File: config.mk
export PLATFORM = sky130hd
export DESIGN_NAME = pose_error_generator
export DESIGN_NICKNAME = d
export VERILOG_FILES = /design/src/rtl/pose_error_generator_pkg.sv /design/src/rtl/pose_axis_integrator.sv /design/src/rtl/pose_error_generator.sv
export SDC_FILE = /design/constraint.sdc
export NUM_CORES = 1
export LEC_CHECK = 0
export CAP_MARGIN = 20
export CORE_MARGIN = 5
export CORE_UTILIZATION = 50
export DETAILED_ROUTE_END_ITERATION = 8
export DONT_BUFFER_PORTS = 1
export GPL_TIMING_DRIVEN = 0
export PLACE_DENSITY = 0.65
export SYNTH_ARGS = -nofsm -noshare
export SYNTH_HDL_FRONTEND = slang
export SYNTH_SLANG_ARGS = --single-unit
File: constraint.sdc
create_clock -name POSE_ERR_CLOCK_50 -period 10.1 [get_ports POSE_ERR_CLOCK_50]
set_clock_uncertainty 0.2 [all_clocks]
set_input_delay 1.515 -clock POSE_ERR_CLOCK_50 [delete_from_list [all_inputs] [get_ports POSE_ERR_CLOCK_50]]
set_output_delay 1.515 -clock POSE_ERR_CLOCK_50 [all_outputs]
set_load 0.02 [all_outputs]
File: src/rtl/pose_error_generator_pkg.sv
// Shared number format, FSM encoding and sign-magnitude <-> two's complement helpers
// for the pose error generator and its per-axis integrators.
package pose_error_generator_pkg;

    localparam int N_WIDTH   = 17;
    localparam int FRAC_BITS = 8;
    localparam int MAG_W     = N_WIDTH - 1;

    typedef enum logic [0:0] {
        ST_IDLE = 1'b0,
        ST_RUN  = 1'b1
    } pose_state_e;

    // Negative zero collapses to 0 because -0 == 0 in two's complement.
    function automatic logic signed [N_WIDTH-1:0] sm2tc(input logic [N_WIDTH-1:0] sm);
        logic signed [N_WIDTH-1:0] mag;
        mag = $signed({1'b0, sm[MAG_W-1:0]});
        return sm[N_WIDTH-1] ? -mag : mag;
    endfunction

    // Takes one guard bit of headroom; magnitudes beyond 16 bits clamp to all ones.
    function automatic logic [N_WIDTH-1:0] tc2sm(input logic signed [N_WIDTH:0] v);
        logic [N_WIDTH:0] mag;
        logic [MAG_W-1:0] magSat;
        mag = v[N_WIDTH] ? $unsigned(-v) : $unsigned(v);
        if (mag > {2'b00, {MAG_W{1'b1}}}) begin
            magSat = '1;
        end else begin
            magSat = mag[MAG_W-1:0];
        end
        return {v[N_WIDTH], magSat};
    endfunction

endpackage

File: src/rtl/pose_axis_integrator.sv
// One axis of dead reckoning: saturating velocity accumulator, latched target,
// and registered sign-magnitude pose and error outputs.
module pose_axis_integrator
    import pose_error_generator_pkg::*;
#(
    parameter int DT_SHIFT   = 8,
    parameter bit NEGATE_VEL = 1'b0
) (
    input  logic               clk_i,
    input  logic               rst_i,
    input  logic               load_i,
    input  logic               clear_i,
    input  logic               tick_i,
    input  logic [N_WIDTH-1:0] target_i,
    input  logic [N_WIDTH-1:0] vel_i,
    output logic [N_WIDTH-1:0] err_o,
    output logic [N_WIDTH-1:0] pose_o,
    output logic [MAG_W-1:0]   errMag_o
);

    localparam int ACC_W = N_WIDTH + DT_SHIFT;
    localparam logic signed [ACC_W:0] SUM_MAX = {2'b00, {(ACC_W-1){1'b1}}};
    localparam logic signed [ACC_W:0] SUM_MIN = -SUM_MAX;

    logic signed [ACC_W-1:0]   acc_q, acc_d;
    logic signed [N_WIDTH-1:0] targetTc_q, targetTc_d;
    logic [N_WIDTH-1:0]        err_q, err_d;
    logic [N_WIDTH-1:0]        pose_q, pose_d;

    logic signed [N_WIDTH-1:0] velTc;
    logic signed [N_WIDTH-1:0] velStep;
    logic signed [N_WIDTH-1:0] poseTop;
    logic signed [ACC_W:0]     accSum;
    logic signed [N_WIDTH:0]   errTc;

    // Adding the raw Q8.8 velocity into a Q.8+DT_SHIFT accumulator is exactly v*dt.
    always_comb begin
        velTc   = sm2tc(vel_i);
        velStep = NEGATE_VEL ? -velTc : velTc;
        accSum  = $signed({acc_q[ACC_W-1], acc_q})
                + $signed({{(DT_SHIFT+1){velStep[N_WIDTH-1]}}, velStep});

        acc_d = acc_q;
        if (clear_i) begin
            acc_d = '0;
        end else if (tick_i) begin
            if (accSum > SUM_MAX) begin
                acc_d = SUM_MAX[ACC_W-1:0];
            end else if (accSum < SUM_MIN) begin
                acc_d = SUM_MIN[ACC_W-1:0];
            end else begin
                acc_d = accSum[ACC_W-1:0];
            end
        end

        targetTc_d = load_i ? sm2tc(target_i) : targetTc_q;

        poseTop = acc_q[ACC_W-1 -: N_WIDTH];
        errTc   = $signed({targetTc_q[N_WIDTH-1], targetTc_q})
                - $signed({poseTop[N_WIDTH-1], poseTop});
        err_d   = tc2sm(errTc);
        pose_d  = tc2sm($signed({poseTop[N_WIDTH-1], poseTop}));
    end

    always_ff @(posedge clk_i) begin
        if (rst_i) begin
            acc_q      <= '0;
            targetTc_q <= '0;
            err_q      <= '0;
            pose_q     <= '0;
        end else begin
            acc_q      <= acc_d;
            targetTc_q <= targetTc_d;
            err_q      <= err_d;
            pose_q     <= pose_d;
        end
    end

    assign err_o    = err_q;
    assign pose_o   = pose_q;
    assign errMag_o = err_d[MAG_W-1:0];

endmodule

File: src/rtl/pose_error_generator.sv
// Closes the motion loop: latches a target, dead-reckons pose from velocity commands,
// feeds target-minus-pose back as controller error and pulses DONE once settled.
module pose_error_generator
    import pose_error_generator_pkg::*;
#(
    parameter int                 TICK_CYCLES  = 195312,
    parameter int                 DT_SHIFT     = 8,
    parameter logic [N_WIDTH-1:0] H_XY         = 17'h0001A,
    parameter logic [N_WIDTH-1:0] H_Z          = 17'h00A00,
    parameter int                 SETTLE_TICKS = 16
) (
    input  logic               POSE_ERR_CLOCK_50,
    input  logic               POSE_ERR_RESET_InHigh,
    input  logic               POSE_ERR_START_In,
    input  logic               POSE_ERR_ABORT_In,
    input  logic               POSE_ERR_ZERO_POSE_In,
    input  logic [N_WIDTH-1:0] POSE_ERR_TARGET_X_InBus,
    input  logic [N_WIDTH-1:0] POSE_ERR_TARGET_Y_InBus,
    input  logic [N_WIDTH-1:0] POSE_ERR_TARGET_Z_InBus,
    input  logic [N_WIDTH-1:0] POSE_ERR_VX_InBus,
    input  logic [N_WIDTH-1:0] POSE_ERR_VY_InBus,
    input  logic [N_WIDTH-1:0] POSE_ERR_WZ_InBus,
    output logic [N_WIDTH-1:0] POSE_ERR_X_OutBus,
    output logic [N_WIDTH-1:0] POSE_ERR_Y_OutBus,
    output logic [N_WIDTH-1:0] POSE_ERR_Z_OutBus,
    output logic [N_WIDTH-1:0] POSE_ERR_POSE_X_OutBus,
    output logic [N_WIDTH-1:0] POSE_ERR_POSE_Y_OutBus,
    output logic [N_WIDTH-1:0] POSE_ERR_POSE_Z_OutBus,
    output logic               POSE_ERR_BUSY_Out,
    output logic               POSE_ERR_DONE_Out
);

    localparam int TICK_W   = $clog2(TICK_CYCLES + 1);
    localparam int SETTLE_W = $clog2(SETTLE_TICKS + 1);
    localparam logic [TICK_W-1:0]   TICK_LAST   = TICK_W'(TICK_CYCLES - 1);
    localparam logic [SETTLE_W-1:0] SETTLE_LAST = SETTLE_W'(SETTLE_TICKS - 1);

    pose_state_e         state_q, state_d;
    logic [TICK_W-1:0]   tickCnt_q, tickCnt_d;
    logic [SETTLE_W-1:0] settleCnt_q, settleCnt_d;
    logic                tickPending_q, tickPending_d;
    logic                done_q, done_d;

    logic                tick;
    logic                loadTarget;
    logic                zeroPose;
    logic                allInBand;
    logic [MAG_W-1:0]    errMagX, errMagY, errMagZ;

    assign allInBand = (errMagX <= H_XY[MAG_W-1:0])
                    && (errMagY <= H_XY[MAG_W-1:0])
                    && (errMagZ <= H_Z[MAG_W-1:0]);

    // Settling is judged one clock after each tick, when the errors reflect the new pose.
    always_comb begin
        state_d       = state_q;
        tickCnt_d     = tickCnt_q;
        settleCnt_d   = settleCnt_q;
        done_d        = 1'b0;
        tick          = 1'b0;
        loadTarget    = 1'b0;
        zeroPose      = 1'b0;

        case (state_q)
            ST_IDLE: begin
                zeroPose = POSE_ERR_ZERO_POSE_In;
                if (POSE_ERR_START_In && !POSE_ERR_ABORT_In) begin
                    state_d     = ST_RUN;
                    tickCnt_d   = '0;
                    settleCnt_d = '0;
                    loadTarget  = 1'b1;
                end
            end
            ST_RUN: begin
                if (POSE_ERR_ABORT_In) begin
                    state_d     = ST_IDLE;
                    settleCnt_d = '0;
                end else if (POSE_ERR_START_In) begin
                    loadTarget  = 1'b1;
                    settleCnt_d = '0;
                end else if (tickPending_q) begin
                    if (!allInBand) begin
                        settleCnt_d = '0;
                    end else if (settleCnt_q == SETTLE_LAST) begin
                        state_d     = ST_IDLE;
                        settleCnt_d = '0;
                        done_d      = 1'b1;
                    end else begin
                        settleCnt_d = settleCnt_q + 1'b1;
                    end
                end
                // Leaving RUN freezes the pose, so no tick on the exit cycle.
                if (state_d == ST_RUN) begin
                    tick      = (tickCnt_q == TICK_LAST);
                    tickCnt_d = tick ? '0 : tickCnt_q + 1'b1;
                end
            end
            default: begin
                state_d = ST_IDLE;
            end
        endcase

        tickPending_d = tick;
    end

    always_ff @(posedge POSE_ERR_CLOCK_50) begin
        if (POSE_ERR_RESET_InHigh) begin
            state_q       <= ST_IDLE;
            tickCnt_q     <= '0;
            settleCnt_q   <= '0;
            tickPending_q <= 1'b0;
            done_q        <= 1'b0;
        end else begin
            state_q       <= state_d;
            tickCnt_q     <= tickCnt_d;
            settleCnt_q   <= settleCnt_d;
            tickPending_q <= tickPending_d;
            done_q        <= done_d;
        end
    end

    assign POSE_ERR_BUSY_Out = (state_q == ST_RUN);
    assign POSE_ERR_DONE_Out = done_q;

    // No heading rotation: X follows -VY, Y follows VX, Z follows WZ.
    pose_axis_integrator #(.DT_SHIFT(DT_SHIFT), .NEGATE_VEL(1'b1)) uAxisX (
        .clk_i    (POSE_ERR_CLOCK_50),
        .rst_i    (POSE_ERR_RESET_InHigh),
        .load_i   (loadTarget),
        .clear_i  (zeroPose),
        .tick_i   (tick),
        .target_i (POSE_ERR_TARGET_X_InBus),
        .vel_i    (POSE_ERR_VY_InBus),
        .err_o    (POSE_ERR_X_OutBus),
        .pose_o   (POSE_ERR_POSE_X_OutBus),
        .errMag_o (errMagX)
    );

    pose_axis_integrator #(.DT_SHIFT(DT_SHIFT), .NEGATE_VEL(1'b0)) uAxisY (
        .clk_i    (POSE_ERR_CLOCK_50),
        .rst_i    (POSE_ERR_RESET_InHigh),
        .load_i   (loadTarget),
        .clear_i  (zeroPose),
        .tick_i   (tick),
        .target_i (POSE_ERR_TARGET_Y_InBus),
        .vel_i    (POSE_ERR_VX_InBus),
        .err_o    (POSE_ERR_Y_OutBus),
        .pose_o   (POSE_ERR_POSE_Y_OutBus),
        .errMag_o (errMagY)
    );

    pose_axis_integrator #(.DT_SHIFT(DT_SHIFT), .NEGATE_VEL(1'b0)) uAxisZ (
        .clk_i    (POSE_ERR_CLOCK_50),
        .rst_i    (POSE_ERR_RESET_InHigh),
        .load_i   (loadTarget),
        .clear_i  (zeroPose),
        .tick_i   (tick),
        .target_i (POSE_ERR_TARGET_Z_InBus),
        .vel_i    (POSE_ERR_WZ_InBus),
        .err_o    (POSE_ERR_Z_OutBus),
        .pose_o   (POSE_ERR_POSE_Z_OutBus),
        .errMag_o (errMagZ)
    );

endmodule
==> qor.txt <==
status: finished, final reports clean
Final GP Congestion: 0.944
Hold Path Class: flop to flop
flop and latch count out of synthesis: 254
Post-synth EDFFs: 0
average wire per standard cell: 19.5 microns
vias: 20100
worst slack, placed: 1.84 ns
Post-synth top cells: a21oi_1, dfxtp_1, nand2_1
Reg2Reg Launch Point: uAxisY.acc_q[12]$_SDFFE_PP0P_
R2R setup slack: 3.68 ns
row cnt: 74
port bufs: 0
ant diodes: 0
vias in the first global route: 18700
initial antenna violation count: 0
total of max-cap violations: 0
Final setup viols: 0
Async SR Flop Fraction: 0
Tot Pwr: 3.17 mW
# resized after CTS: 0
share of layout cells above drive strength 1: 0.0483
Synth Flop Type: dfxtp_1
maximum fanout along the worst path: 10
DIE HEIGHT: 213 microns
combinational family with the most area after synthesis: compound AO/OA/AOI/OAI gates
ranking of synthesized cells by area: dfxtp_1, ha_1, a21oi_1, xnor2_1, xor2_1
Post-Synth XOR/XNOR Area: 0.110
total wire length: 63800 microns
top-area cell type share of the netlist area: 0.246
Final period util: 0.769
hold depth: 2
Synthesized Nets: 2932
relative slew slack: 0.228
hold_sp: uAxisZ.targetTc_q[0]$_SDFFE_PP0P_
Die W: 213 microns
CORE AREA: 40800 sq um
Crit path arrival time: 8.04 ns
Worst setup startpoint: POSE_ERR_VY_InBus[3]
required time worst endpoint: 10.38 ns
Register-to-Register Path Depth: 20
hpwl dp: 51300 microns
Adder-Cell Fraction of Synth Area: 0.0954
Period minus WS final: 7.76 ns
DR iter-0 viols: 1460
Hold WS: 0.259 ns
fmax: 129 MHz
Syn Area/Cell: 7.72 sq um
CTS tree: built
number of remaining DRC errors: 0
TNS Setup: 0 ns
Ports: 211
Cells after DPL: 3211
Final nets: 2965
final hold vios: 0
GRT Total Usage: 0.266
multiplexer share of the synthesized area: 0.0122
maximum clock insertion buffer count: 3
first-pass GRT wire length: 99400 microns
largest net degree at the start of global routing: 17
GRT overflow: 0
pwr/cell area: 142 nW/um^2
clk slew on worst S/H paths: 0.06 ns
Static Leak: 8.59 nW
Non-Filler Instances: 3266
root buffer cell: clkbuf_16
Distinct cells, synth: 99
Slew Limit Fails: 0
unrepaired setup endpoints after global routing: no
Syn Inst Count: 2679
Final Worst Setup Slack: 2.34 ns
post-synthesis sequential area ratio: 0.246
actual slew at the worst max-slew pin: 1.15 ns
Clock Sink Count: 254
Pre-antenna DRT Iters: 6
vias per inst: 6.15
CP Capture Type: flop
Initial Util: 0.506
synthesis warning total: 0
reg-to-reg endpoint: uAxisX.acc_q[1]$_SDFFE_PP0P_
count leader, synth: a21oi_1
hold buffers post-CTS: 0
CP Class: input pin to flop
Die ar.: 45500 sq um
later-pin clock latency in the skew report: 0.58 ns
Yosys top cell by area: dfxtp_1
H-tree depth: 1
Worst Hold Path EP: uAxisZ.targetTc_q[0]$_SDFFE_PP0P_
Peak VDD IR: 132 uV
Post-CTS Setup Bufs: 0
Startpoint Class: input pin
Cell Area, Synth: 20700 sq um
Synth Area in Simple Gates: 0.211
total clock buffers created by CTS: 29
Compound-Gate Fraction of Synth Area: 0.276
area grow syn2layout: 7.83%
DRT antenna net count: 0
through the flow:
| step | util | instance area, sq um |
|---|---|---|
| floorplan | - | 20700 |
| global placement | 0.523 | 21300 |
| detailed placement | 0.523 | 21300 |
| CTS | 0.546 | 22300 |
| global route | 0.546 | 22300 |
| finish | 0.546 | 22300 |
worst max-delay path, stage by stage:
cell and delay, ns:
clkbuf_1 0.17, or3_1 0.37, or2_2 0.32, o21ai_0 0.20
xor2_1 0.28, nand4_1 0.18, nor3b_1 0.33, and3_1 0.24
and3_1 0.25, nand2_1 0.09, nand2_1 0.06, o21ai_0 0.08
a221o_1 0.47, ha_1 0.43, a21oi_1 0.09, nor2b_1 0.15
nor2_1 0.09, a31oi_1 0.19, o21ai_0 0.20, o31ai_1 0.38
o21a_1 0.17, o21ai_0 0.16, a21o_1 0.33, nor2_1 0.54
clkbuf_1 0.42, a21oi_1 0.08, a211oi_1 0.26
registers in the layout, indices dropped and copies added (netlist names):
signal	count
POSE_ERR_BUSY_Out	1
POSE_ERR_DONE_Out	1
settleCnt_q	5
tickCnt_q	18
tickPending_q	1
uAxisX.acc_q	25
uAxisX.err_o	17
uAxisX.pose_o	17
uAxisX.targetTc_q	17
uAxisY.acc_q	25
uAxisY.err_o	17
uAxisY.pose_o	17
uAxisY.targetTc_q	17
uAxisZ.acc_q	25
uAxisZ.err_o	17
uAxisZ.pose_o	17
uAxisZ.targetTc_q	17
how the worst max path moves through the flow:
| stage | endpoint | cells past startpoint |
|---|---|---|
| global route | uAxisX.acc_q[17]$_SDFFE_PP0P_ | 26 |
| global placement | uAxisX.acc_q[12]$_SDFFE_PP0P_ | 26 |
| CTS | uAxisX.acc_q[19]$_SDFFE_PP0P_ | 27 |
| detailed placement | uAxisX.acc_q[21]$_SDFFE_PP0P_ | 27 |
| finish | uAxisX.acc_q[19]$_SDFFE_PP0P_ | 27 |
| floorplan | uAxisX.acc_q[23]$_SDFFE_PP0P_ | 27 |
power breakdown:
group,internal (mW),switching (mW)
clock,0.551,0.485
combinational,0.360,0.602
sequential,1.07,0.100
total,1.98,1.19
area by class of cell:
| class | instances | area, sq um |
|---|---|---|
| Timing Repair Buffer | 2 | 10.0 |
| Clock buffer | 30 | 739 |
| Sequential cell | 254 | 5080 |
| Buffer | 120 | 500 |
| Tap cell | 532 | 666 |
| Multi-Input combinational cell | 2166 | 14600 |
| Inverter | 139 | 522 |
| Clock inverter | 23 | 198 |
| Fill cell | 3945 | 18500 |
cell usage in the layout (no fill, tap or decap), types with 20 or more instances in the layout:
| cell | n |
|---|---|
| nand2b_1 | 44 |
| and3_1 | 39 |
| a211oi_1 | 90 |
| nor2_1 | 214 |
| nor3_1 | 61 |
| a21o_1 | 38 |
| mux2i_1 | 24 |
| clkbuf_1 | 97 |
| clkbuf_16 | 29 |
| ha_1 | 140 |
| xor2_1 | 102 |
| o31ai_1 | 42 |
| xnor2_1 | 156 |
| o21a_1 | 26 |
| nor4_1 | 23 |
| o21ai_0 | 123 |
| nand2_1 | 219 |
| or4_1 | 20 |
| or3_1 | 31 |
| dfxtp_1 | 254 |
| nand4_1 | 35 |
| nand3_1 | 70 |
| a21oi_1 | 296 |
| nor2b_1 | 25 |
| a31oi_1 | 35 |
| inv_1 | 138 |
logic make-up (layout without fill, tap and decap cells):
logic type,Yosys count,count (layout)
muxes,25,25
DFF,254,254
and+or+nand+nor,869,869
xor gates and xnor gates,259,259
AOI/OAI and AO/OA,857,857
adders and majority gates,156,156
buffers and inverters,259,314
layer usage:
metal	part of all wire	vias up	GRT usage
li1	-	9916	-
met2	0.44	691	0.422
met5	0	-	0
met4	0.041	0	0.103
met3	0.075	126	0.0416
met1	0.44	9340	0.367
(Power assumes the default switching activity.)
